**src/rtl/processor_ctrl_pkg.sv**
```systemverilog
// Shared encodings for the multicycle control unit: state codes, instruction
// classes, and the PC/INC/Y mux select values.
package processor_ctrl_pkg;

    typedef enum logic [2:0] {
        StIdle      = 3'd0,
        StFetch     = 3'd1,
        StDecode    = 3'd2,
        StExecute   = 3'd3,
        StMemory    = 3'd4,
        StWriteback = 3'd5,
        StHalt      = 3'd6,
        StFault     = 3'd7
    } state_e;

    typedef enum logic [2:0] {
        ClsAlu    = 3'd0,
        ClsLoad   = 3'd1,
        ClsStore  = 3'd2,
        ClsBranch = 3'd3,
        ClsCall   = 3'd4,
        ClsHalt   = 3'd5,
        ClsIll6   = 3'd6,
        ClsIll7   = 3'd7
    } inst_class_e;

    localparam logic [1:0] Y_RZ  = 2'd0;
    localparam logic [1:0] Y_MEM = 2'd1;
    localparam logic [1:0] Y_RET = 2'd2;

    localparam logic PC_SEL_RA   = 1'b0;
    localparam logic PC_SEL_INC  = 1'b1;
    localparam logic INC_SEL_ONE = 1'b0;
    localparam logic INC_SEL_OFS = 1'b1;

    function automatic logic is_illegal(inst_class_e cls);
        return (cls == ClsIll6) || (cls == ClsIll7);
    endfunction

endpackage

```
**src/rtl/mfc_watchdog.sv**
```systemverilog
// Counts cycles spent waiting for MFC and flags the cycle in which the wait
// limit is reached without MFC.
module mfc_watchdog #(
    parameter int unsigned MFC_TIMEOUT = 15,
    parameter int unsigned TMO_WIDTH   = 8
) (
    input  logic clk_i,
    input  logic rst_ni,
    input  logic clear_i,
    input  logic count_i,
    output logic expire_o
);

    // Expiry fires in the wait cycle that would bring the count to MFC_TIMEOUT.
    localparam logic [TMO_WIDTH-1:0] Limit = TMO_WIDTH'(MFC_TIMEOUT - 1);

    logic [TMO_WIDTH-1:0] cnt_q, cnt_d;

    always_comb begin
        cnt_d = cnt_q;
        if (clear_i) begin
            cnt_d = '0;
        end else if (count_i) begin
            cnt_d = cnt_q + 1'b1;
        end
    end

    always_ff @(posedge clk_i) begin
        if (!rst_ni) begin
            cnt_q <= '0;
        end else begin
            cnt_q <= cnt_d;
        end
    end

    assign expire_o = count_i && (cnt_q == Limit);

endmodule

```
**src/rtl/control_sequencer.sv**
```systemverilog
// Multicycle control unit: steps one instruction through FETCH..WRITEBACK,
// stalling on the MFC handshake and parking in HALT or FAULT until reset.
module control_sequencer
    import processor_ctrl_pkg::*;
#(
    parameter int unsigned MFC_TIMEOUT = 15,
    parameter int unsigned TMO_WIDTH   = 8
) (
    input  logic       Clock,
    input  logic       Reset_L,
    input  logic       Run,
    input  logic       MFC,
    input  logic [2:0] InstClass,
    input  logic       WritesReg,
    input  logic       BranchTaken,
    output logic       IR_Enable,
    output logic       PC_Enable,
    output logic       RA_Enable,
    output logic       RB_Enable,
    output logic       RZ_Enable,
    output logic       RM_Enable,
    output logic       RY_Enable,
    output logic       CCR_Enable,
    output logic       RF_WRITE,
    output logic       PC_Select,
    output logic       INC_Select,
    output logic [1:0] Y_Select,
    output logic       MEM_Read,
    output logic       MEM_Write,
    output logic       OperationFinished,
    output logic       Halted,
    output logic       Fault,
    output logic [2:0] StepCount
);

    state_e      state_q, state_d;
    inst_class_e cls;
    logic        waiting;
    logic        expire;

    assign cls     = inst_class_e'(InstClass);
    assign waiting = (state_q == StFetch) ||
                     ((state_q == StMemory) && ((cls == ClsLoad) || (cls == ClsStore)));

    mfc_watchdog #(
        .MFC_TIMEOUT(MFC_TIMEOUT),
        .TMO_WIDTH  (TMO_WIDTH)
    ) u_mfc_watchdog (
        .clk_i   (Clock),
        .rst_ni  (Reset_L),
        .clear_i (!waiting),
        .count_i (waiting && !MFC),
        .expire_o(expire)
    );

    always_ff @(posedge Clock) begin
        if (!Reset_L) begin
            state_q <= StIdle;
        end else begin
            state_q <= state_d;
        end
    end

    always_comb begin
        state_d           = state_q;
        IR_Enable         = 1'b0;
        PC_Enable         = 1'b0;
        RA_Enable         = 1'b0;
        RB_Enable         = 1'b0;
        RZ_Enable         = 1'b0;
        RM_Enable         = 1'b0;
        RY_Enable         = 1'b0;
        CCR_Enable        = 1'b0;
        RF_WRITE          = 1'b0;
        PC_Select         = PC_SEL_INC;
        INC_Select        = INC_SEL_ONE;
        Y_Select          = Y_RZ;
        MEM_Read          = 1'b0;
        MEM_Write         = 1'b0;
        OperationFinished = 1'b0;

        // Strobes are suppressed while reset is held so an abandoned access never fires.
        if (Reset_L) begin
            unique case (state_q)
                StIdle: begin
                    if (Run) state_d = StFetch;
                end
                StFetch: begin
                    MEM_Read = 1'b1;
                    if (MFC) begin
                        IR_Enable = 1'b1;
                        PC_Enable = 1'b1;
                        state_d   = StDecode;
                    end else if (expire) begin
                        state_d = StFault;
                    end
                end
                StDecode: begin
                    RA_Enable = 1'b1;
                    RB_Enable = 1'b1;
                    if (is_illegal(cls))     state_d = StFault;
                    else if (cls == ClsHalt) state_d = StHalt;
                    else                     state_d = StExecute;
                end
                StExecute: begin
                    RZ_Enable = 1'b1;
                    RM_Enable = 1'b1;
                    state_d   = StMemory;
                    case (cls)
                        ClsAlu: CCR_Enable = 1'b1;
                        ClsBranch: begin
                            if (BranchTaken) begin
                                PC_Enable  = 1'b1;
                                INC_Select = INC_SEL_OFS;
                            end
                        end
                        ClsCall: begin
                            PC_Enable = 1'b1;
                            PC_Select = PC_SEL_RA;
                        end
                        default: ;
                    endcase
                end
                StMemory: begin
                    case (cls)
                        ClsLoad: begin
                            MEM_Read = 1'b1;
                            if (MFC) begin
                                RY_Enable = 1'b1;
                                Y_Select  = Y_MEM;
                                state_d   = StWriteback;
                            end else if (expire) begin
                                state_d = StFault;
                            end
                        end
                        ClsStore: begin
                            MEM_Write = 1'b1;
                            if (MFC)         state_d = StWriteback;
                            else if (expire) state_d = StFault;
                        end
                        ClsCall: begin
                            RY_Enable = 1'b1;
                            Y_Select  = Y_RET;
                            state_d   = StWriteback;
                        end
                        default: begin
                            RY_Enable = 1'b1;
                            state_d   = StWriteback;
                        end
                    endcase
                end
                StWriteback: begin
                    RF_WRITE          = WritesReg && (cls != ClsStore) && (cls != ClsBranch);
                    OperationFinished = 1'b1;
                    state_d           = Run ? StFetch : StIdle;
                end
                StHalt:  ;
                StFault: ;
                default: state_d = StIdle;
            endcase
        end
    end

    assign Halted    = (state_q == StHalt);
    assign Fault     = (state_q == StFault);
    assign StepCount = state_q;

endmodule

```
**config.mk**
```make
export PLATFORM = sky130hd
export DESIGN_NAME = control_sequencer
export DESIGN_NICKNAME = d
export VERILOG_FILES = /design/src/rtl/processor_ctrl_pkg.sv /design/src/rtl/mfc_watchdog.sv /design/src/rtl/control_sequencer.sv
export SDC_FILE = /design/constraint.sdc
export NUM_CORES = 1
export LEC_CHECK = 0
export BUFFER_PORTS_ARGS = -buffer_cell sky130_fd_sc_hd__buf_2
export CELL_PAD_IN_SITES_DETAIL_PLACEMENT = 1
export CELL_PAD_IN_SITES_GLOBAL_PLACEMENT = 1
export CORE_AREA = 2 2 62 49
export CTS_CLUSTER_SIZE = 28
export DETAILED_ROUTE_END_ITERATION = 7
export DIE_AREA = 0 0 64 51
export PLACE_DENSITY_LB_ADDON = 0.1
export SYNTH_ARGS = -nofsm -noshare
export SYNTH_HDL_FRONTEND = slang
export SYNTH_SLANG_ARGS = --single-unit
```
**constraint.sdc**
```tcl
create_clock -name Clock -period 2.2 [get_ports Clock]
set_input_delay 0.44 -clock Clock [delete_from_list [all_inputs] [get_ports Clock]]
set_output_delay 0.44 -clock Clock [all_outputs]
set_load 0.05 [all_outputs]
```
==> qor_table.md <==
| Result | Reported | Unit |
| --- | --- | --- |
| CTS hold repair buffers | 0 | - |
| Initial antenna violation count | 0 | - |
| Count of unresolved DRC violations after routing | 0 | - |
| Cell internal power dissipation | 0.328 | mW |
| Setup repair after global routing missed its margin | no | - |
| Clock network latency to the later pin of the worst-skew pair | 0.27 | ns |
| Ant. Diodes | 0 | - |
| Total Negative Setup Slacks | 0 | ns |
| Total routing resource utilization after global routing | 16.0 | % |
| Worst setup timing slack at the placement stage | 0.200 | ns |
| Number of enable-type register cells in the synthesized netlist | 0 | - |
| Fraction of synthesis flops using an asynchronous set or reset pin | 0 | % |
| Final-report hold violation count | 0 | - |
| Kind of path behind the tightest hold check | reg -> reg | - |
| Pleak | 0.544 | nW |
| Critical Path RT | 1.76 | ns |
| Post-detailed-route via-to-cell ratio | 4.85 | - |
| Combinational family with the most area after synthesis | simple AND/OR/NAND/NOR gates | - |
| Area share of fa/ha/maj cells after synthesis | 4.32 | % |
| Unique cell type count in the Yosys netlist | 38 | - |
| Clock root cell | sky130_fd_sc_hd__clkbuf_4 | - |
| Congestion Overflow GR | 0 | - |
| Via count of the first global-routing pass | 863 | - |
| Number of H-tree branching levels | 1 | - |
| Final count of negative-setup-slack endpoints | 0 | - |
| Flop and latch count out of synthesis | 11 | - |
| TritonCTS clock tree | built | - |
| Count of TritonRoute iterations in the first routing pass | 4 | - |
| Critical path launch point type | register | - |
| Post-layout utilization of the core | 43.1 | % |
| Die width | 64 | um |
| Overall power consumption | 0.491 | mW |
| Yosys warnings | 0 | - |
| Startpoint of the worst register-to-register path | StepCount[1]$_SDFFE_PN0P_ | - |
| DRC violation total after the first TritonRoute iteration | 45 | - |
| Gate power share | 28.6 | % |
| Status | complete, no violations | - |
| Final clock period utilization by the worst path | 97.2 | % |
| Overall die height | 51 | um |
| Worst slew margin relative to its limit | 73.8 | % |
| Largest buffer count on any clock path | 2 | - |
| Gpl congestion | 0.729 | - |
| Nets | 164 | - |
| Area of all sequential standard cells | 229 | um2 |
| TritonCTS buffer count | 3 | - |
| Critical path start-end classification | reg -> out | - |
| Mux share of post-synthesis cell area | 0 | % |
| Highest-count cells in the layout ignoring fill and taps | sky130_fd_sc_hd__buf_2, sky130_fd_sc_hd__nor2_1, sky130_fd_sc_hd__buf_4 | - |
| Placed Area | 0.00110 | mm2 |
| Starting Density | 31.6 | % |
| Area occupied by multi-input gates | 643 | um2 |
| Detailed placement HPWL | 1.83 | mm |
| F_max | 468 | MHz |
| Clock transition time at the flip-flop clock pins of the worst setup and hold paths | 0.07 | ns |
| Layout cells sized above 1 | 40.4 | % |
| Total Wirelength | 2.44 | mm |
| Number of pins exceeding their max-slew limit in the final report | 0 | - |
| Pin count of the biggest net entering global routing | 13 | - |
| Worst IR Drop VDD | 0.268 | mV |
| Avg Inst Size Synth | 7.49 | um2 |
| Transition time at the pin with the least slew margin | 0.390 | ns |
| Synth Net Count | 128 | - |
| Summed area of non-filler cells in the final layout | 0.00118 | mm2 |
| Most frequent standard cell in the layout excluding fill and tap cells | sky130_fd_sc_hd__buf_2 | - |
| Overall die area | 0.00326 | mm2 |
| Most common flop cell mapped by yosys | sky130_fd_sc_hd__dfxtp_1 | - |
| Origin of the worst setup path | StepCount[0]$_SDFFE_PN0P_ | - |
| Compound-gate portion of the synthesized area | 14.1 | % |
| XOR/XNOR Fraction of Synth Area | 8.07 | % |
| Fraction of synthesized cell area taken by the top area cell type | 25.4 | % |
| Detailed-route via count | 917 | - |
| Clock Skews | 0.00169 | ns |
| Power Density | 416 | mW/mm2 |
| Core Box Area | 0.00274 | mm2 |
| Final-layout fill cell count | 350 | - |
| Crit path setup slack, layout | 0.0626 | ns |
| CTS sink cnt | 11 | - |
| Maximum fanout along the worst path | 6 | - |
| Post-synth top area cell | sky130_fd_sc_hd__dfxtp_1 | - |
| Count of max-cap constraint violations | 0 | - |
| Simple logic cell fraction of the synthesized area | 41.9 | % |
| Kind of end point of the critical path | output port | - |
| Hold Path Origin | u_mfc_watchdog.cnt_q[7]$_SDFFE_PN0P_ | - |
| Number of nets with antenna violations after routing | 0 | - |
| Data arrival at the endpoint of the critical path | 1.70 | ns |
| Net switching fraction of the power | 33.3 | % |
| Average wire length per cell after detail routing | 12.9 | um |
| Share of synthesized area occupied by flip-flops and latches | 25.4 | % |
| # port buffers | 29 | - |
| Site Rows | 17 | - |
| Synth Instances | 116 | - |
| Post-Syn Area | 868 | um2 |
| Clock Power Share | 28.6 | % |
| P&R area growth vs syn | 36.2 | % |
| Shortest period the worst path allows | 2.14 | ns |
| Net switching power | 0.164 | mW |
| Flop pwr share | 42.8 | % |
| Top Ports | 30 | - |
| Top post-synthesis cells by area | sky130_fd_sc_hd__dfxtp_1, sky130_fd_sc_hd__nor2_1, sky130_fd_sc_hd__xor2_1 | - |
| Global-route wire length before repair | 4.11 | mm |
[Yosys cell counts (2+ instances only)]
| cell | number |
|---|---|
| sky130_fd_sc_hd__dfxtp_1 | 11 |
| sky130_fd_sc_hd__a21oi_1 | 5 |
| sky130_fd_sc_hd__nand3_1 | 2 |
| sky130_fd_sc_hd__inv_1 | 3 |
| sky130_fd_sc_hd__nor3b_1 | 3 |
| sky130_fd_sc_hd__xnor2_1 | 2 |
| sky130_fd_sc_hd__nand2_1 | 10 |
| sky130_fd_sc_hd__buf_4 | 2 |
| sky130_fd_sc_hd__o21ai_1 | 3 |
| sky130_fd_sc_hd__nand2b_1 | 6 |
| sky130_fd_sc_hd__clkbuf_1 | 3 |
| sky130_fd_sc_hd__o21ai_0 | 5 |
| sky130_fd_sc_hd__ha_1 | 3 |
| sky130_fd_sc_hd__nor4_1 | 2 |
| sky130_fd_sc_hd__nor2_1 | 17 |
| sky130_fd_sc_hd__xor2_1 | 6 |
| sky130_fd_sc_hd__nor2b_1 | 4 |
| sky130_fd_sc_hd__and3_1 | 7 |
| sky130_fd_sc_hd__nand4_1 | 2 |
| sky130_fd_sc_hd__nor3_1 | 2 |
[state kept, by name, summed over array words and instances, names as in the netlist]
signal / flops
u_mfc_watchdog.cnt_q: 8
StepCount: 3
[logic make-up after synthesis]
kind of cell | after synthesis
AND/OR/NAND/NOR | 65
AO/OA/AOI/OAI | 19
flip-flops | 11
buffers and inverters | 10
XOR/XNOR | 8
adder cells (fa/ha/maj) | 3
[path summary, 6_finish.rpt]
path                                          endpoint  slack (ns)  cells after the start
hold / removal    u_mfc_watchdog.cnt_q[7]$_SDFFE_PN0P_        0.53                      2
setup reg to reg             StepCount[1]$_SDFFE_PN0P_        0.71                      7
setup / recovery                             PC_Enable        0.06                      5
hold reg to reg   u_mfc_watchdog.cnt_q[7]$_SDFFE_PN0P_        0.53                      2
[cell type report]
type	instances	share of cell area (%)
multi-input cells	95	54.4
flip-flops and latches	11	19.4
well taps	38	4.02
repair buffers	38	19.0
inverters	3	0.952
clock buffers	4	2.22
[stage by stage]
step	hold slack, ns	cells
CTS	0.540	186
finish	0.534	189
detailed placement	0.524	181
global route	0.557	189
global placement	0.513	181
floorplan	0.480	116
[what timing repair did]
item                                    4_1_cts  5_1_grt
buffers inserted                              1        3
pin swaps                                     0        1
gates resized for setup                       5        4
endpoints found under the setup margin        4        5
endpoints found under the hold margin         0        0
[critical path, stage by stage, from the launching register on]
cell	delay (ns)
sky130_fd_sc_hd__dfxtp_4	0.37
sky130_fd_sc_hd__and2b_4	0.18
sky130_fd_sc_hd__nor2b_4	0.14
sky130_fd_sc_hd__and3_2	0.21
sky130_fd_sc_hd__a311o_2	0.37
sky130_fd_sc_hd__buf_8	0.15
[layer usage]
layer | wire [um] | global-route usage (%) | vias to the layer above
met2 | 1040 | 23.1 | 17
met3 | 105 | 5.07 | 0
met1 | 1300 | 23.8 | 430
met5 | 0 | 0 | -
li1 | - | - | 470
met4 | 0 | 1.09 | 0
[power groups by stage]
stage | Clock, mW | Combinational, mW | Sequential [mW]
final | 0.141 | 0.141 | 0.210
after floorplan | 0 | 0.0758 | 0.225
after global routing | 0.157 | 0.153 | 0.211
after CTS | 0.146 | 0.129 | 0.213
after global placement | 0 | 0.125 | 0.216
after detailed placement | 0 | 0.126 | 0.217
Power figures use the tool's default switching activity.
